<file path="src/rtl/mult_hazard_ctrl.sv">
// Serial-multiplier sequencer: tracks one in-flight multiply, requests hazard stalls,
// and abandons hung ops. Optional stall counter enabled by MULT_HAZARD_CTRL_PERF_EN.
module mult_hazard_ctrl #(
    parameter int CW      = 6,
    parameter int TIMEOUT = 40
) (
    input  logic          clk,
    input  logic          reset,
    input  logic          multd,
    input  logic          mfd,
    input  logic          stalld_ext,
    input  logic          prodv,
    output logic          multissue,
    output logic          multstall,
    output logic          busy,
    output logic          prodready,
    output logic [CW-1:0] cyclecnt,
    output logic          timeout,
    output logic [31:0]   stallcnt
);

    typedef enum logic [1:0] {
        S_IDLE,
        S_EXEC,
        S_BUSY,
        S_READY
    } state_t;

    localparam logic [CW-1:0] LP_TO_M1 = CW'(TIMEOUT - 1);
    localparam logic [CW-1:0] LP_TO    = CW'(TIMEOUT);

    state_t        r_state;
    logic [CW-1:0] r_cnt;
    logic          r_timeout;
    logic          w_busy;
    logic          w_stall;
    logic          w_issue;

    assign w_busy  = (r_state == S_EXEC) || (r_state == S_BUSY);
    assign w_stall = w_busy & (multd | mfd);
    // Nothing enters ID/EX while the block is held in reset.
    assign w_issue = reset & multd & ~stalld_ext & ~w_stall;

    assign multissue = w_issue;
    assign multstall = w_stall;
    assign busy      = w_busy;
    assign prodready = (r_state == S_READY);
    assign cyclecnt  = r_cnt;
    assign timeout   = r_timeout;

    always_ff @(posedge clk or negedge reset) begin
        if (!reset) begin
            r_state   <= S_IDLE;
            r_cnt     <= '0;
            r_timeout <= 1'b0;
        end else begin
            unique case (r_state)
                S_IDLE, S_READY: begin
                    if (w_issue) begin
                        r_state   <= S_EXEC;
                        r_cnt     <= '0;
                        r_timeout <= 1'b0;
                    end
                end
                S_EXEC: begin
                    r_state <= S_BUSY;
                    r_cnt   <= CW'(1);
                end
                S_BUSY: begin
                    if (prodv) begin
                        r_state <= S_READY;
                    end else if (r_cnt == LP_TO_M1) begin
                        r_state   <= S_IDLE;
                        r_timeout <= 1'b1;
                        r_cnt     <= LP_TO;
                    end else if (r_cnt != {CW{1'b1}}) begin
                        r_cnt <= r_cnt + CW'(1);
                    end
                end
                default: r_state <= S_IDLE;
            endcase
        end
    end

`ifdef MULT_HAZARD_CTRL_PERF_EN
    logic [31:0] r_stallcnt;

    always_ff @(posedge clk or negedge reset) begin
        if (!reset) begin
            r_stallcnt <= '0;
        end else if (w_stall) begin
            r_stallcnt <= r_stallcnt + 32'd1;
        end
    end

    assign stallcnt = r_stallcnt;
`else
    assign stallcnt = 32'h0;
`endif

endmodule

</file>
<file path="config.mk">
export PLATFORM = sky130hd
export DESIGN_NAME = mult_hazard_ctrl
export DESIGN_NICKNAME = d
export VERILOG_FILES = /design/src/rtl/mult_hazard_ctrl.sv
export SDC_FILE = /design/constraint.sdc
export NUM_CORES = 1
export LEC_CHECK = 0
export ABC_AREA = 1
export BUFFER_PORTS_ARGS = -buffer_cell sky130_fd_sc_hd__buf_2
export CAP_MARGIN = 30
export CORE_MARGIN = 4
export CORE_UTILIZATION = 47
export DETAILED_ROUTE_END_ITERATION = 16
export GPL_TIMING_DRIVEN = 0
export PLACE_DENSITY = 0.89
export SETUP_SLACK_MARGIN = 0.1
export SYNTH_ARGS = -nofsm -noshare
export SYNTH_HDL_FRONTEND = slang
export SYNTH_SLANG_ARGS = --single-unit
</file>
<file path="constraint.sdc">
create_clock -name clk -period 2.9 [get_ports clk]
set_input_delay 0.145 -clock clk [delete_from_list [all_inputs] [get_ports clk]]
set_output_delay 0.145 -clock clk [all_outputs]
set_load 0.005 [all_outputs]
</file>
# ---- Word-level counts from Yosys, hierarchy flattened
# Index checks and enable logic that the tools add are counted.
dict set report op_classes {
  n_addsub 1
  n_eq_ne 10
  mux 13
  bitwise 7
  n_reduce_logical 7
}
# cell count
set ops {}
lappend ops {{$mux W6} 4}
lappend ops {{$pmux W6 S3} 1}
lappend ops {{$add A6 B1 Y6 const B} 1}
lappend ops {{$eq A6 B6 Y1 const B} 1}
lappend ops {{$mux W2} 3}
lappend ops {{$ne A6 B6 Y1 const B} 1}
lappend ops {{$pmux W2 S3} 1}
lappend ops {{$and A1 B1 Y1} 4}
lappend ops {{$eq A2 B2 Y1 const B} 2}
lappend ops {{$ne A2 B2 Y1 const B} 2}
lappend ops {{$reduce_and A4 Y1} 1}
lappend ops {{$mux W1} 3}
lappend ops {{$ne A3 B1 Y1 const B} 1}
lappend ops {{$ne A3 B2 Y1 const B} 1}
lappend ops {{$reduce_and A3 Y1} 1}
lappend ops {{$eq A2 B1 Y1 const B} 1}
lappend ops {{$logic_not A2 Y1} 1}
lappend ops {{$ne A2 B1 Y1 const B} 1}
lappend ops {{$not A1 Y1} 2}
lappend ops {{$pmux W1 S2} 1}
lappend ops {{$reduce_and A2 Y1} 1}
lappend ops {{$reduce_bool A2 Y1} 1}
lappend ops {{$reduce_or A2 Y1} 1}
lappend ops {{$logic_or A1 B1 Y1} 1}
lappend ops {{$or A1 B1 Y1} 1}
dict set report totals {
  ff_bits 9
  in_bits 6
  output_inout_bits 43
}

# ---- Longest topological paths before layout
# Gate-level depths: netlist of run 1.
dict set report depth {
  word_depth 7
  mapped_depth 10
}

# ---- Least setup slack after synthesis of run 1
# OpenSTA, ideal clock, no wires.
dict set report synth_timing {
  path_type {register -> register}
  from {reg r_state[0]}
  to {reg r_cnt[0] (netlist: cyclecnt[0])}
  setup_time_ns 0.118
  t_arrival_ns 1.351
  path_slack_ns 1.432
  path_stages_with_launch 10
  path_buffers 0
  period_less_slack_ns 1.468
  cell_sequence {dfrtp_1 -> inv_1 -> ha_1 -> inv_2 -> o21bai_4 -> nand2_1 -> inv_2 -> nand2_4 -> nand2_1 -> o21ai_2}
}
dict set report synth_via {
  elab_chain_cells 7
  elab_cells_between_ends 14
  cone_classes {6 x eq/ne; 1 x mux; 3 x bitwise; 4 x reduce/logical}
}
# element line_no
set synth_lines {}
lappend synth_lines {{start, declared} 32} ;# state_t r_state;
lappend synth_lines {{start signal, assigned} 53} ;# r_state <= S_IDLE;
lappend synth_lines {{start signal, assigned} 60} ;# r_state <= S_EXEC;
lappend synth_lines {{start signal, assigned} 66} ;# r_state <= S_BUSY;
lappend synth_lines {{$eq A2 B1 Y1 or $eq A2 B2 Y1 (tied branches)} 39} ;# assign w_busy = (r_state == S_EXEC) || (r_state == S_BUSY);
lappend synth_lines {{$logic_or A1 B1 Y1 *} 39}
lappend synth_lines {{named net busy} 15} ;# output logic busy,
lappend synth_lines {{$and A1 B1 Y1 *} 40} ;# assign w_stall = w_busy & (multd | mfd);
lappend synth_lines {{$not A1 Y1 *} 42} ;# assign w_issue = reset & multd & ~stalld_ext & ~w_stall;
lappend synth_lines {{$and A1 B1 Y1 *} 42}
lappend synth_lines {{$ne A2 B2 Y1 (no source line) *} -}
lappend synth_lines {{$reduce_and A3 Y1 (no source line) *} -}
lappend synth_lines {{end signal, assigned} 77} ;# r_cnt <= r_cnt + CW'(1);
lappend synth_lines {{end, declared} 33} ;# logic [CW-1:0] r_cnt;
# The timed path passes the listed nets; every way through them passes the cells marked *.
# A chain may end at the register's enable or synchronous reset.

# ---- Worst setup path in the final report of run 1
dict set report layout_timing {
  from {reg r_state[0]}
  to {out multissue}
}
dict set report layout_via {
  elab_chain_cells 5
  elab_cells_between_ends 6
  cone_classes {2 x eq/ne; 3 x bitwise; 1 x reduce/logical}
}
# element line_no
set layout_lines {}
lappend layout_lines {{$eq A2 B1 Y1 or $eq A2 B2 Y1 (tied branches)} 39}
lappend layout_lines {{$logic_or A1 B1 Y1 *} 39}
lappend layout_lines {{$and A1 B1 Y1 *} 40}
lappend layout_lines {{$not A1 Y1 *} 42}
lappend layout_lines {{$and A1 B1 Y1 *} 42}
lappend layout_lines {{end, declared} 13} ;# output logic multissue,
# Mark *: on every way between the ends. The rest lies on a longest branch, timed or not.

==> metrics.yaml, run 1 <==
route:
  wl_um: 2070
  vias: 860
  drt-pass1-iter-count: 4
  antenna_left: 0
  drtIter0Drc: 40
  viasPerCell: 4.28
  post-route-drc-count: 0
  post_drt_wl_per_cell_um: 10.3
cells_and_area:
  multi_input_area_sq_um: 485
  drive_above_1_share: 0.347
  fillers: 180
  antenna_cells: 0
  postLayoutCoreUtil: 0.655
  regArea_sq_um: 225
  instances_no_fill: 201
  finalNetCount: 187
  synthToLayoutAreaGrowth_pct: 29.6
die:
  rows: 15
  start_util: 0.505
  dieArea_sq_um: 2660
  die_x_um: 51.5
  io_pins: 49
  coreArea_sq_um: 1760
  die_h_um: 51.5
synth:
  synth_enable_flop_cells: 0
  synthFlopType: "dfrtp_1"
  async_flop_share: 1.00
  ys_ff_latch: 9
  synthTopCellsByCount: "buf_4, nand2_1, inv_1"
  yosysWarnings: 0
  yosys.cell_count.top_type: "buf_4"
  syn_area_per_cell_sq_um: 7.18
  synth_cell_types: 21
  syn_area_sq_um: 891
  synth_top_area_frac: 0.278
  synth_largest_area_cell: "buf_4"
  seq_area_frac_synth: 0.253
  synthTopCellsByArea: "buf_4, dfrtp_1, nand2_1, ha_1, nand3_1"
  synthCells: 124
clock_network:
  cts.clk_slew.worst_paths_ns: 0.06
  clk_latency_ns: 0.26
  cts_tree: "yes"
  cts.sinks: 9
  cts.htree.levels: 1
  cts_made_buffers: 3
  cts.repair.resized: 0
  cts_buffer_depth: 2
  cts_root_buf: "clkbuf_4"
timing:
  fin_worst_skew_ns: 0.00236
  drv_slew: 0
  fin_crit_sh: 0.592
  hold_viol_final: 0
  setup_viol: 0
  min_period_ns: 1.72
  finalSetupTns_ns: 0
  fmax_mhz: 582
  rsz0062_at_grt: "no"
critical_path:
  crit_type: "reg2out"
  crit_path_start_kind: "flop"
  critPathCaptureType: "output port"
  critPathTopFamily: "flip-flops"
  worst-path-buf-inv: 3
  arrival_ns: 1.57
  required_ns: 2.76
  slowest_delay_ns: 0.40
  cpMaxStageDelayCell: "dfrtp_1"
  path_cells: "inv_1 > ha_1 > inv_2 > nor3_1 > buf_2"
  critical_path.max_fanout: 8
power_and_ir_drop:
  clock_power_share: 0.133
  power_density_nw_per_um2: 636
  comb_power_share: 0.624
  sw_frac_of_total: 0.471
  p_sw_uw: 346
  ir_drop_mv: 0.507
  leakagePower_uw: 0.000701
  internal_power_uw: 388
  p_seq_frac: 0.243
place:
  io_buffers: 16
  routabilityCongestion: 0.835
  dp.cells: 196
  post-dp-hpwl_um: 1670
global_route:
  grt_pass1_wl_um: 3410
  antenna_found_initial: 0
  grt_pass1_vias: 825
  grt_max_degree: 11
  grtUsageTotal: 0.168
  gr-total-overflow: 0
status:
  outcome: "finished, final reports clean"
min_path:
  hold_class: "in2reg"
job:
  maxCapViolCount: 0
## stage by stage
step	instance area, sq um	power [uW]	setup WS [ns]	hold slack [ns]
2_1_floorplan	1010	508	1.43	-0.151
3_3_place_gp	1120	604	1.31	0.0173
3_5_place_dp	1120	624	1.25	0.0173
4_1_cts	1150	729	1.23	0.240
5_1_grt	1150	801	1.10	0.254
6_report	1150	734	1.18	0.247
## worst register-to-register path, cell delays in order, from the launching register on
cell      delay, ns
dfrtp_1        0.40
inv_1          0.07
ha_1           0.37
inv_2          0.17
o21bai_4       0.15
nand2_1        0.07
inv_2          0.10
nand2_4        0.10
nand2_1        0.08
o21ai_1        0.06
## final cells by class
type / count / area share
multi-input combinational: 100 / 0.420
timing repair buffer: 17 / 0.0780
sequential: 9 / 0.195
tap: 25 / 0.0271
buffer: 33 / 0.215
inverter: 13 / 0.0423
clock buffer: 4 / 0.0228
## cells in the final DEF (no fill, tap or decap)
cell / count
nand3_1: 10
o21ai_0: 5
nand4_1: 3
nand3_2: 1
buf_4: 33
nand2_4: 1
ha_1: 4
a21oi_1: 1
or2_2: 1
nor2_1: 7
inv_2: 2
conb_1: 32
nand2_1: 26
clkbuf_4: 3
inv_1: 11
nor3_1: 1
buf_2: 16
dfrtp_1: 9
dlygate4sd3_1: 1
o21bai_4: 1
nor2_2: 1
clkbuf_1: 1
o21ai_2: 1
o21ai_1: 4
nand2_2: 1
## power groups by stage
| stage | combinational (uW) | clock [uW] | sequential, uW |
|---|---|---|---|
| 6_report | 458 | 97.9 | 178 |
| 3_5_place_dp | 445 | 0 | 179 |
| 3_3_place_gp | 429 | 0 | 175 |
| 5_1_grt | 508 | 110 | 183 |
| 4_1_cts | 451 | 100 | 177 |
| 2_1_floorplan | 333 | 0 | 175 |
## state kept, by name, summed over array words and instances, names as in the netlist
signal and count:
r_state 2, timeout 1, cyclecnt 6
## logic make-up after synthesis
group / after synthesis / synth area share
buffers and inverters: 46 / 0.333
and+or+nand+nor: 52 / 0.267
AOI/OAI and AO/OA: 12 / 0.0871
adders and majority gates: 4 / 0.0562
other: 1 / 0.00421
DFF: 9 / 0.253
## path summary, 6_finish.rpt
kind                            start     endpoint  slack [ns]  depth (start not counted)
max                        r_state[0]    multissue        1.18                          5
min                             prodv   r_state[1]        0.25                          5
max reg2reg                r_state[0]  cyclecnt[1]        1.21                          9
min reg2reg                   timeout      timeout        0.49                          2
max in group asynchronous       reset  cyclecnt[1]        2.42                          2
min in group asynchronous       reset  cyclecnt[3]        0.28                          2
## routing by layer
metal | track usage | share of wire
met1 | 0.185 | 0.38
met2 | 0.305 | 0.54
met3 | 0.0430 | 0.061
met4 | 0.0655 | 0.022
met5 | 0 | 0
## repair_timing
item,4_1_cts,5_1_grt
hold buffers,1,0
setup buffers,0,0
endpoints found under the hold margin,9,0
Power figures use the tool's default switching activity.
==> run 2, diff against run 1 <==
--- a/config.mk
+++ b/config.mk
@@ -5,14 +5,14 @@
 export SDC_FILE = /design/constraint.sdc
 export NUM_CORES = 1
 export LEC_CHECK = 0
-export ABC_AREA = 1
+export ABC_AREA = 0
 export BUFFER_PORTS_ARGS = -buffer_cell sky130_fd_sc_hd__buf_2
 export CAP_MARGIN = 30
 export CORE_MARGIN = 4
-export CORE_UTILIZATION = 47
+export CORE_UTILIZATION = 39
 export DETAILED_ROUTE_END_ITERATION = 16
 export GPL_TIMING_DRIVEN = 0
-export PLACE_DENSITY = 0.89
+export PLACE_DENSITY = 0.8
 export SETUP_SLACK_MARGIN = 0.1
 export SYNTH_ARGS = -nofsm -noshare
 export SYNTH_HDL_FRONTEND = slang
==> constraint.sdc (replaced) <==
create_clock -name clk -period 1.5 [get_ports clk]
set_input_delay 0.075 -clock clk [delete_from_list [all_inputs] [get_ports clk]]
set_output_delay 0.075 -clock clk [all_outputs]
set_load 0.005 [all_outputs]
==> run 2 against run 1 <==
The run now ends with negative setup slack left; synthesized area down 3.5%; register-to-register slack worse by 1.2 ns; final area up 15%; critical path type is now reg2reg; sequential power up 83%; clock-buffer cell count unchanged; global-route usage down 0.85 points; utilization up 0.50 points; highest routed layer unchanged; critical path depth up 1; flip-flop and latch count unchanged; wire length up 13%.
==> metrics.yaml, run 2 <==
critical_path:
  crit_path_start_kind: "flop"
  rrSetupSlack_ns: -0.02
  critPathTopFamily: "simple AND/OR/NAND/NOR gates"
  critPathCaptureType: "flop"
  timing.rr.start: "r_state[1]"
  r2r_end: "cyclecnt[2]"
  crit_type: "reg2reg"
  worst-path-buf-inv: 1
  cpMaxStageDelayCell: "dfrtp_1"
  arrival_ns: 1.68
  path_cells: "ha_4 > nand3_1 > nor2_4 > or2_1 > buf_6 > a22o_1"
  slowest_delay_ns: 0.42
  required_ns: 1.66
  worst-r2r-cell-count: 6
  critical_path.max_fanout: 8
min_path:
  whs_path_depth: 3
  min_from: "prodv"
  hold_class: "in2reg"
  hold_end: "r_state[1]"
place:
  dp_slack_ns: -0.0827
  routabilityCongestion: 0.816
  io_buffers: 16
  dp.cells: 175
  post-dp-hpwl_um: 1530
status:
  outcome: "finished with violations"
  violations: "negative setup slack"
synth:
  syn_area_sq_um: 860
  synthTopCellsByArea: "buf_4, dfrtp_1, ha_1, a22o_1, o21ai_0"
  synth_cell_types: 31
  ys_ff_latch: 9
  yosysWarnings: 0
  yosys.cell_count.top_type: "buf_4"
  syn_area_per_cell_sq_um: 8.51
  async_flop_share: 1.00
  synthFlopType: "dfrtp_1"
  synthCells: 101
  synth_largest_area_cell: "buf_4"
  synthTopCellsByCount: "buf_4, dfrtp_1, o21ai_0"
  synth_enable_flop_cells: 0
  seq_area_frac_synth: 0.262
  synth_top_area_frac: 0.279
timing:
  fmax_mhz: 659
  fin_crit_sh: 1.01
  drv_slew: 0
  fin_worst_skew_ns: 0.00843
  hold-worst-slack_ns: 0.222
  rsz0062_at_grt: "yes"
  setup_viol: 4
  worst_slack_ns: -0.0184
  hold_viol_final: 0
  min_period_ns: 1.52
route:
  wl_met3_um: 205
  route.met2.wl_um: 1200
  post_drt_wl_per_cell_um: 12.0
  wl_um: 2330
  top_layer: "met4"
  drtIter0Drc: 7
  post-route-drc-count: 0
  drt-pass1-iter-count: 4
  antenna_left: 0
  wl_met1_um: 849
  vias: 836
  viasPerCell: 4.29
power_and_ir_drop:
  p_seq_frac: 0.167
  leakagePower_uw: 0.000746
  power_density_nw_per_um2: 1460
  internal_power_uw: 1150
  ir_drop_mv: 1.05
  p_sw_uw: 800
  clock_power_share: 0.105
  power_uw: 1950
  comb_power_share: 0.728
  sw_frac_of_total: 0.410
global_route:
  grt_pass1_wl_um: 3330
  grtUsageTotal: 0.160
  gr-total-overflow: 0
  grt_max_degree: 10
  antenna_found_initial: 0
  grt_pass1_vias: 769
die:
  dieArea_sq_um: 3020
  rows: 16
  start_util: 0.425
  coreArea_sq_um: 2020
  die_h_um: 54.9
  die_x_um: 54.9
  io_pins: 49
clock_network:
  cts.clk_slew.worst_paths_ns: 0.07
  clk_latency_ns: 0.28
  cts.sinks: 9
  cts_root_buf: "clkbuf_4"
  cts_buffer_depth: 2
  cts_tree: "yes"
  cts_made_buffers: 3
  cts.htree.levels: 1
cells_and_area:
  postLayoutCoreUtil: 0.660
  instances_no_fill: 195
  regArea_sq_um: 225
  largest_register_ffs: 6
  drive_above_1_share: 0.506
  multi_input_area_sq_um: 549
  finalNetCount: 179
  fillers: 176
  mostFrequentLayoutCells: "buf_4, conb_1, buf_2"
  antenna_cells: 0
  synthToLayoutAreaGrowth_pct: 55.2
  final_common_cell: "buf_4"
job:
  maxCapViolCount: 0
## run 2: power by group through the flow
| stage | Clock, uW | Sequential, uW | Combinational [uW] |
|---|---|---|---|
| floorplan | 0 | 344 | 690 |
| finish | 205 | 326 | 1420 |
| detailed placement | 0 | 357 | 903 |
| CTS | 204 | 319 | 1180 |
| global route | 215 | 328 | 1530 |
| global placement | 0 | 349 | 864 |
## run 2: worst max-delay path by stage
stage           startpoint     endpoint  slack (ns)  cells past startpoint
3_5_place_dp    r_state[0]  cyclecnt[4]       -0.08                      7
2_1_floorplan   r_state[1]  cyclecnt[2]        0.02                      6
3_3_place_gp    r_state[0]  cyclecnt[2]       -0.04                      7
6_report        r_state[1]  cyclecnt[2]       -0.02                      6
4_1_cts         r_state[0]  cyclecnt[2]        0.03                      7
5_1_grt        cyclecnt[0]  cyclecnt[3]       -0.09                      5
## run 2: cell families (layout without fill, tap and decap cells)
family | count (synthesis) | after routing | share of synthesized area
AO/OA/AOI/OAI | 23 | 23 | 0.192
flip-flops | 9 | 9 | 0.262
AND/OR/NAND/NOR | 23 | 23 | 0.141
multiplexers | 2 | 2 | 0.0233
buffers and inverters | 39 | 75 | 0.319
adder cells (fa/ha/maj) | 4 | 4 | 0.0582
other | 1 | 32 | 0.00436
## run 2: cell type report
type	count	area share
Tap cell	27	0.0253
Clock buffer	4	0.0197
Buffer	33	0.189
Sequential cell	9	0.169
Multi-Input combinational cell	84	0.412
Inverter	6	0.0188
Timing Repair Buffer	32	0.167
## run 2: through the flow
step / cell area [sq um] / setup TNS [ns]
after global routing: 1330 / -0.300
final: 1330 / -0.0418
after CTS: 1240 / 0
after floorplan: 1000 / 0
after global placement: 1110 / -0.112
after detailed placement: 1110 / -0.385
## run 2: layer usage
metal  GRT usage  vias up
met5           0        -
met1       0.164      373
met3      0.0429        9
met2       0.280       39
li1            -      415
met4       0.109        0
## run 2: repair_timing
| item | CTS | global route |
|---|---|---|
| pin swaps | 2 | 5 |
| hold endpoints to repair | 9 | 0 |
| gates resized for setup | 5 | 15 |
| endpoints found under the setup margin | 10 | 11 |
| setup buffers | 10 | 5 |
| hold buffers | 1 | 0 |
## run 2: worst reg2reg max path, cell delays in order (launching register included)
cell and delay, ns:
dfrtp_1 0.42, ha_4 0.21, nand3_1 0.13, nor2_4 0.06, or2_1 0.24, buf_6 0.14
a22o_1 0.20
